### src/rtl/bin_pool_framer.sv
`default_nettype none
// ============================================================================
// Module   : bin_pool_framer
// Purpose  : KxK max/min pooling of a binary pixel stream into a framed output.
//            Optional frame/drop statistics with BIN_POOL_FRAMER_STATS_EN.
// Revision : 1.0
// ============================================================================
module bin_pool_framer #(
    parameter int IMG_W     = 224,
    parameter int IMG_H     = 224,
    parameter int POOL_LOG2 = 3
) (
    input  logic        clk,
    input  logic        rst_n,
    input  logic        in_valid,
    input  logic        in_data,
    input  logic        in_sof,
    input  logic        pool_mode,
    input  logic        out_ready,
    output logic        out_valid,
    output logic        out_data,
    output logic        out_last,
    output logic        busy,
    output logic        frame_err,
    output logic        frame_drop
`ifdef BIN_POOL_FRAMER_STATS_EN
    ,
    output logic [15:0] frame_cnt,
    output logic [15:0] drop_cnt
`endif
);

    localparam int K     = 1 << POOL_LOG2;
    localparam int OUT_W = IMG_W / K;
    localparam int OUT_H = IMG_H / K;
    localparam int OUT_N = OUT_W * OUT_H;
    localparam int CW    = (IMG_W > 1) ? $clog2(IMG_W) : 1;
    localparam int RW    = (IMG_H > 1) ? $clog2(IMG_H) : 1;
    localparam int AW    = (OUT_W > 1) ? $clog2(OUT_W) : 1;
    localparam int BW    = (OUT_N > 1) ? $clog2(OUT_N) : 1;

    localparam logic [CW-1:0] COL_LAST = CW'(IMG_W - 1);
    localparam logic [RW-1:0] ROW_LAST = RW'(IMG_H - 1);
    localparam logic [BW-1:0] IDX_LAST = BW'(OUT_N - 1);

    localparam logic [1:0] S_IDLE    = 2'd0;
    localparam logic [1:0] S_CAPTURE = 2'd1;
    localparam logic [1:0] S_READOUT = 2'd2;

    logic [1:0]       r_state;
    logic [1:0]       w_next;
    logic [CW-1:0]    r_col;
    logic [RW-1:0]    r_row;
    logic [BW-1:0]    r_rd_idx;
    logic [OUT_W-1:0] r_acc;
    logic [OUT_N-1:0] r_buf;
    logic             r_mode;

    logic          w_sof_take, w_take, w_mode, w_first, w_blk_last, w_last_px;
    logic          w_fold, w_xfer, w_rd_last, w_err_evt, w_drop_evt;
    logic [CW-1:0] w_col;
    logic [RW-1:0] w_row;
    logic [AW-1:0] w_bcol;
    logic [BW-1:0] w_addr;

    // A sof accepted in IDLE or CAPTURE makes the current pixel (0,0) of a new frame.
    assign w_sof_take = in_valid & in_sof & ((r_state == S_IDLE) | (r_state == S_CAPTURE));
    assign w_take     = in_valid & ((r_state == S_CAPTURE) | ((r_state == S_IDLE) & in_sof));
    assign w_col      = w_sof_take ? '0 : r_col;
    assign w_row      = w_sof_take ? '0 : r_row;
    assign w_mode     = w_sof_take ? pool_mode : r_mode;
    assign w_bcol     = AW'(w_col >> POOL_LOG2);
    assign w_first    = ((int'(w_col) % K) == 0) && ((int'(w_row) % K) == 0);
    assign w_blk_last = ((int'(w_col) % K) == K - 1) && ((int'(w_row) % K) == K - 1);
    assign w_last_px  = (w_col == COL_LAST) && (w_row == ROW_LAST);
    assign w_addr     = BW'((int'(w_row) / K) * OUT_W + int'(w_col) / K);
    assign w_fold     = w_first ? in_data
                      : (w_mode ? (r_acc[w_bcol] & in_data) : (r_acc[w_bcol] | in_data));

    assign w_xfer     = (r_state == S_READOUT) & out_ready;
    assign w_rd_last  = (r_rd_idx == IDX_LAST);
    assign w_err_evt  = (r_state == S_CAPTURE) & in_valid & in_sof & ((r_col != '0) | (r_row != '0));
    assign w_drop_evt = (r_state == S_READOUT) & in_valid & in_sof;

    always_ff @(posedge clk) begin
        if (!rst_n) begin
            r_state <= S_IDLE;
        end else begin
            r_state <= w_next;
        end
    end

    always_comb begin
        w_next = r_state;
        case (r_state)
            S_IDLE:    if (w_take) w_next = w_last_px ? S_READOUT : S_CAPTURE;
            S_CAPTURE: if (w_take && w_last_px) w_next = S_READOUT;
            S_READOUT: if (w_xfer && w_rd_last) w_next = S_IDLE;
            default:   w_next = S_IDLE;
        endcase
    end

    always_comb begin
        out_valid = (r_state == S_READOUT);
        out_data  = out_valid & r_buf[r_rd_idx];
        out_last  = out_valid & w_rd_last;
        busy      = (r_state != S_IDLE);
    end

    always_ff @(posedge clk) begin
        if (!rst_n) begin
            r_col      <= '0;
            r_row      <= '0;
            r_rd_idx   <= '0;
            r_acc      <= '0;
            r_mode     <= 1'b0;
            frame_err  <= 1'b0;
            frame_drop <= 1'b0;
        end else begin
            frame_err  <= w_err_evt;
            frame_drop <= w_drop_evt;
            if (w_take) begin
                r_acc[w_bcol] <= w_fold;
                r_mode        <= w_mode;
                if (w_col == COL_LAST) begin
                    r_col <= '0;
                    r_row <= (w_row == ROW_LAST) ? '0 : w_row + 1'b1;
                end else begin
                    r_col <= w_col + 1'b1;
                    r_row <= w_row;
                end
            end
            if (w_xfer) begin
                r_rd_idx <= w_rd_last ? '0 : r_rd_idx + 1'b1;
            end
        end
    end

    // Frame buffer keeps its contents across reset; only the read pointer is cleared.
    always_ff @(posedge clk) begin
        if (w_take && w_blk_last) begin
            r_buf[w_addr] <= w_fold;
        end
    end

`ifdef BIN_POOL_FRAMER_STATS_EN
    always_ff @(posedge clk) begin
        if (!rst_n) begin
            frame_cnt <= '0;
            drop_cnt  <= '0;
        end else begin
            if (w_xfer && w_rd_last && (frame_cnt != 16'hFFFF)) begin
                frame_cnt <= frame_cnt + 16'd1;
            end
            if ((w_err_evt || w_drop_evt) && (drop_cnt != 16'hFFFF)) begin
                drop_cnt <= drop_cnt + 16'd1;
            end
        end
    end
`endif

endmodule
`default_nettype wire

### config.mk
export PLATFORM = sky130hd
export DESIGN_NAME = bin_pool_framer
export DESIGN_NICKNAME = d
export VERILOG_FILES = /design/src/rtl/bin_pool_framer.sv
export SDC_FILE = /design/constraint.sdc
export NUM_CORES = 1
export LEC_CHECK = 0
export CAP_MARGIN = 5
export CORE_ASPECT_RATIO = 0.9
export CORE_MARGIN = 4
export CORE_UTILIZATION = 60
export DETAILED_ROUTE_END_ITERATION = 6
export GPL_TIMING_DRIVEN = 0
export PLACE_DENSITY_LB_ADDON = 0.15
export SLEW_MARGIN = 20
export SYNTH_ARGS = -nofsm -noshare
export SYNTH_HDL_FRONTEND = slang
export SYNTH_SLANG_ARGS = --single-unit
### constraint.sdc
create_clock -name clk -period 20.6 [get_ports clk]
set_clock_uncertainty 0.1 [all_clocks]
set_input_delay 2.06 -clock clk [delete_from_list [all_inputs] [get_ports clk]]
set_output_delay 2.06 -clock clk [all_outputs]
set_load 0.02 [all_outputs]
==> flow_summary.toml <==
[placed_design]
gp_congestion = 1.03
port_buffers = 12
dp_hpwl_mm = 87.0

[yosys]
yosysUniqueCellTypes = 76
netlist_area_sq_mm = 0.0377
synth.avg_cell_area_sq_um = 13.3
synth_nets = 2861
synthFlopType = "edfxtp_1"
synth_common_cells = "nor2_1 (862), edfxtp_1 (784), mux4_2 (169), nand2_1 (159), clkbuf_1 (149)"
synth_top_area_share_pct = 62.5
synth-seq-cells = 843
yosys_warnings = 0
post-synth-top-count-cell = "nor2_1"
ys_top_cells_by_area = "edfxtp_1 (63%), mux4_2 (10%), nor2_1 (8.6%)"
synth-edff-count = 784
yosys.area.top_type = "edfxtp_1"
synth_async_sr_flop_share_pct = 0
netlist_instances = 2833
ys_seq_area_share_pct = 65.7

[setup_path]
r2r-start = "r_state[1]"
r2r_end = "r_buf[505]"
path_buf_inv = 5
startpoint_type = "primary input"
slowest_delay_ps = 790
worst-r2r-cell-count = 17
crit_fanout = 10
reg2reg_slack_ps = 14440
criticalPathCategory = "primary input to register"
cp_cell_sequence = "clkdlybuf4s50_1, nand3b_1, clkbuf_1, clkbuf_1, nand2_1, ha_1, inv_1, ha_1, fa_1, a21o_1, a21oi_1, xnor2_1, nand3_1, xor2_2, nor3_2, nand2_1, buf_1, nor2_1"
critPathCaptureType = "register"
required_ps = 20840
slowest_stage = "nor3_2"
crit_arrival_ps = 7990
cp_top_family = "simple AND/OR/NAND/NOR gates"

[timing]
rsz0062_at_grt = "no"
min_period_over_period_pct = 37.6
finalSetupViolCount = 0
slew_headroom_pct = 11.9
hold_ws_ps = 395
hold_viol = 0
max_slew.worst_pin.slew_ps = 1320
max_freq_ghz = 0.129
totalNegativeSetupSlack_ps = 0
fin_crit_ps = 7750
drv_slew = 0

[detailed_routing]
wire_per_inst_microns = 35.2
drt_iter0_markers = 5342
drc = 0
num_vias = 26900
viasPerCell = 6.99
drt_wl_total_mm = 135
ant_nets = 0
firstDrtPassIters = 7

[pwr]
ir_drop_mv = 0.0709
power.leakage_nw = 12.4
powerDensity_mw_per_mm2 = 83.3

[clock_network]
clkSinkCount = 843
cts_resized = 0
cts_max_level = 3
ctsLongestPathBuffers = 3
cts_tree = "done"
numCtsBuffers = 84
post_cts_buffers = 0
cts_hold_repair.buffers = 0
cts_root_buffer = "clkbuf_16"
clk_pin_slew_ps = 60
insertion_delay_ps = 650

[cells_and_area]
drive_above_1_share_pct = 14.7
nFillCells = 4425
fin_util_pct = 67.8
fin_nets = 2969
area_delta_synth_final_pct = 11.0

[global_route]
grt_usage_pct = 40.6
overflow = 0
grt_pass1_wl_mm = 187
antenna_found_initial = 5
grt.busiest_layer = "met2"
globalRouteMet2Util_pct = 59.1
grt_util_met1_pct = 54.6
grt_max_degree = 183
gr-usage-met3_pct = 14.6
first_global_vias = 25100

[floorplanning]
core_area_sq_mm = 0.0617
die_w_microns = 272
pin_count = 13
rows = 86
die_y_microns = 246
initial_core_util_pct = 61.1
die_area_sq_mm = 0.0668

[worst_hold_path]
hold_depth = 2
holdPathEnd = "r_col[1]"
min_from = "r_col[1]"
hold_class = "register to register"

[flow_run]
drv_cap = 0

[run_status]
status = "finished clean"
worst max-delay path by stage:
| stage | from | end | slack [ps] | cells after the start |
|---|---|---|---|---|
| 3_3_place_gp | in_sof | r_buf[504] | 6820 | 12 |
| 2_1_floorplan | in_sof | r_buf[0] | 11000 | 11 |
| 6_report | in_sof | r_buf[505] | 12850 | 18 |
| 3_5_place_dp | in_sof | r_buf[501] | 12370 | 18 |
| 4_1_cts | in_sof | r_buf[501] | 13020 | 18 |
| 5_1_grt | in_sof | r_buf[489] | 12570 | 18 |
area by class of cell:
type,instances,area (sq um),area share (%)
Clock inverter,40,388,0.928
Timing Repair Buffer,22,334,0.799
Antenna cell,1,2.50,0.00599
Multi-Input combinational cell,1735,11700,28.1
Buffer,238,1210,2.91
Clock buffer,108,2290,5.47
Tap cell,836,1050,2.50
Inverter,17,71.3,0.171
Sequential cell,843,24700,59.1
report_power, final:
group          total, mW  internal [mW]  switching (mW)
registers           1.89           1.89        0.000602
logic             0.0551        0.00868          0.0464
clock network       1.54          0.880           0.658
total               3.48           2.78           0.705
layer usage:
layer / part of all wire (%) / wire length (microns)
met1: 34 / 46200
met2: 43 / 57600
met3: 16 / 21900
met4: 7.0 / 9510
met5: 0.018 / 25
sequential cells by signal, summed over array words and instances (netlist names):
signal      count
r_acc          28
r_buf         784
frame_err       1
r_row           8
r_col           8
r_state         2
frame_drop      1
r_rd_idx       10
r_mode          1
worst min-delay path, cell delays in order, from the launching register on:
cell,delay (ps)
dfxtp_1,330
nand2_1,60
a21boi_0,60
cells by family after synthesis:
kind of cell	synth area share [%]
buf+inv	3.24
flops	65.7
xor+xnor	0.671
compound gates	3.98
fa+ha+maj	0.738
mux	12.6
simple gates	13.2
through the flow:
step / worst slack, ps / cells / power (mW) / cell area, sq um
2_1_floorplan: 11000 / 2833 / 1.97 / 37700
3_3_place_gp: 6820 / 3681 / 2.00 / 38800
3_5_place_dp: 12370 / 3691 / 1.98 / 39100
4_1_cts: 13020 / 3839 / 3.47 / 41800
5_1_grt: 12570 / 3839 / 3.54 / 41800
6_report: 12850 / 3840 / 3.48 / 41800
layout by cell type, fill, tap and decap left out, types with 19 or more instances in the layout:
cell type	count
nand3_1	42
nor2_1	861
mux2i_1	71
nand4_1	20
clkbuf_2	47
dfxtp_1	59
clkbuf_16	87
a22oi_1	26
edfxtp_1	784
o21ai_0	53
nor3_1	19
nor2b_1	22
buf_1	22
ha_1	19
mux4_2	169
a21oi_1	48
buf_2	29
nand2_1	159
clkbuf_1	120
buf_4	21
(Power assumes the default switching activity.)
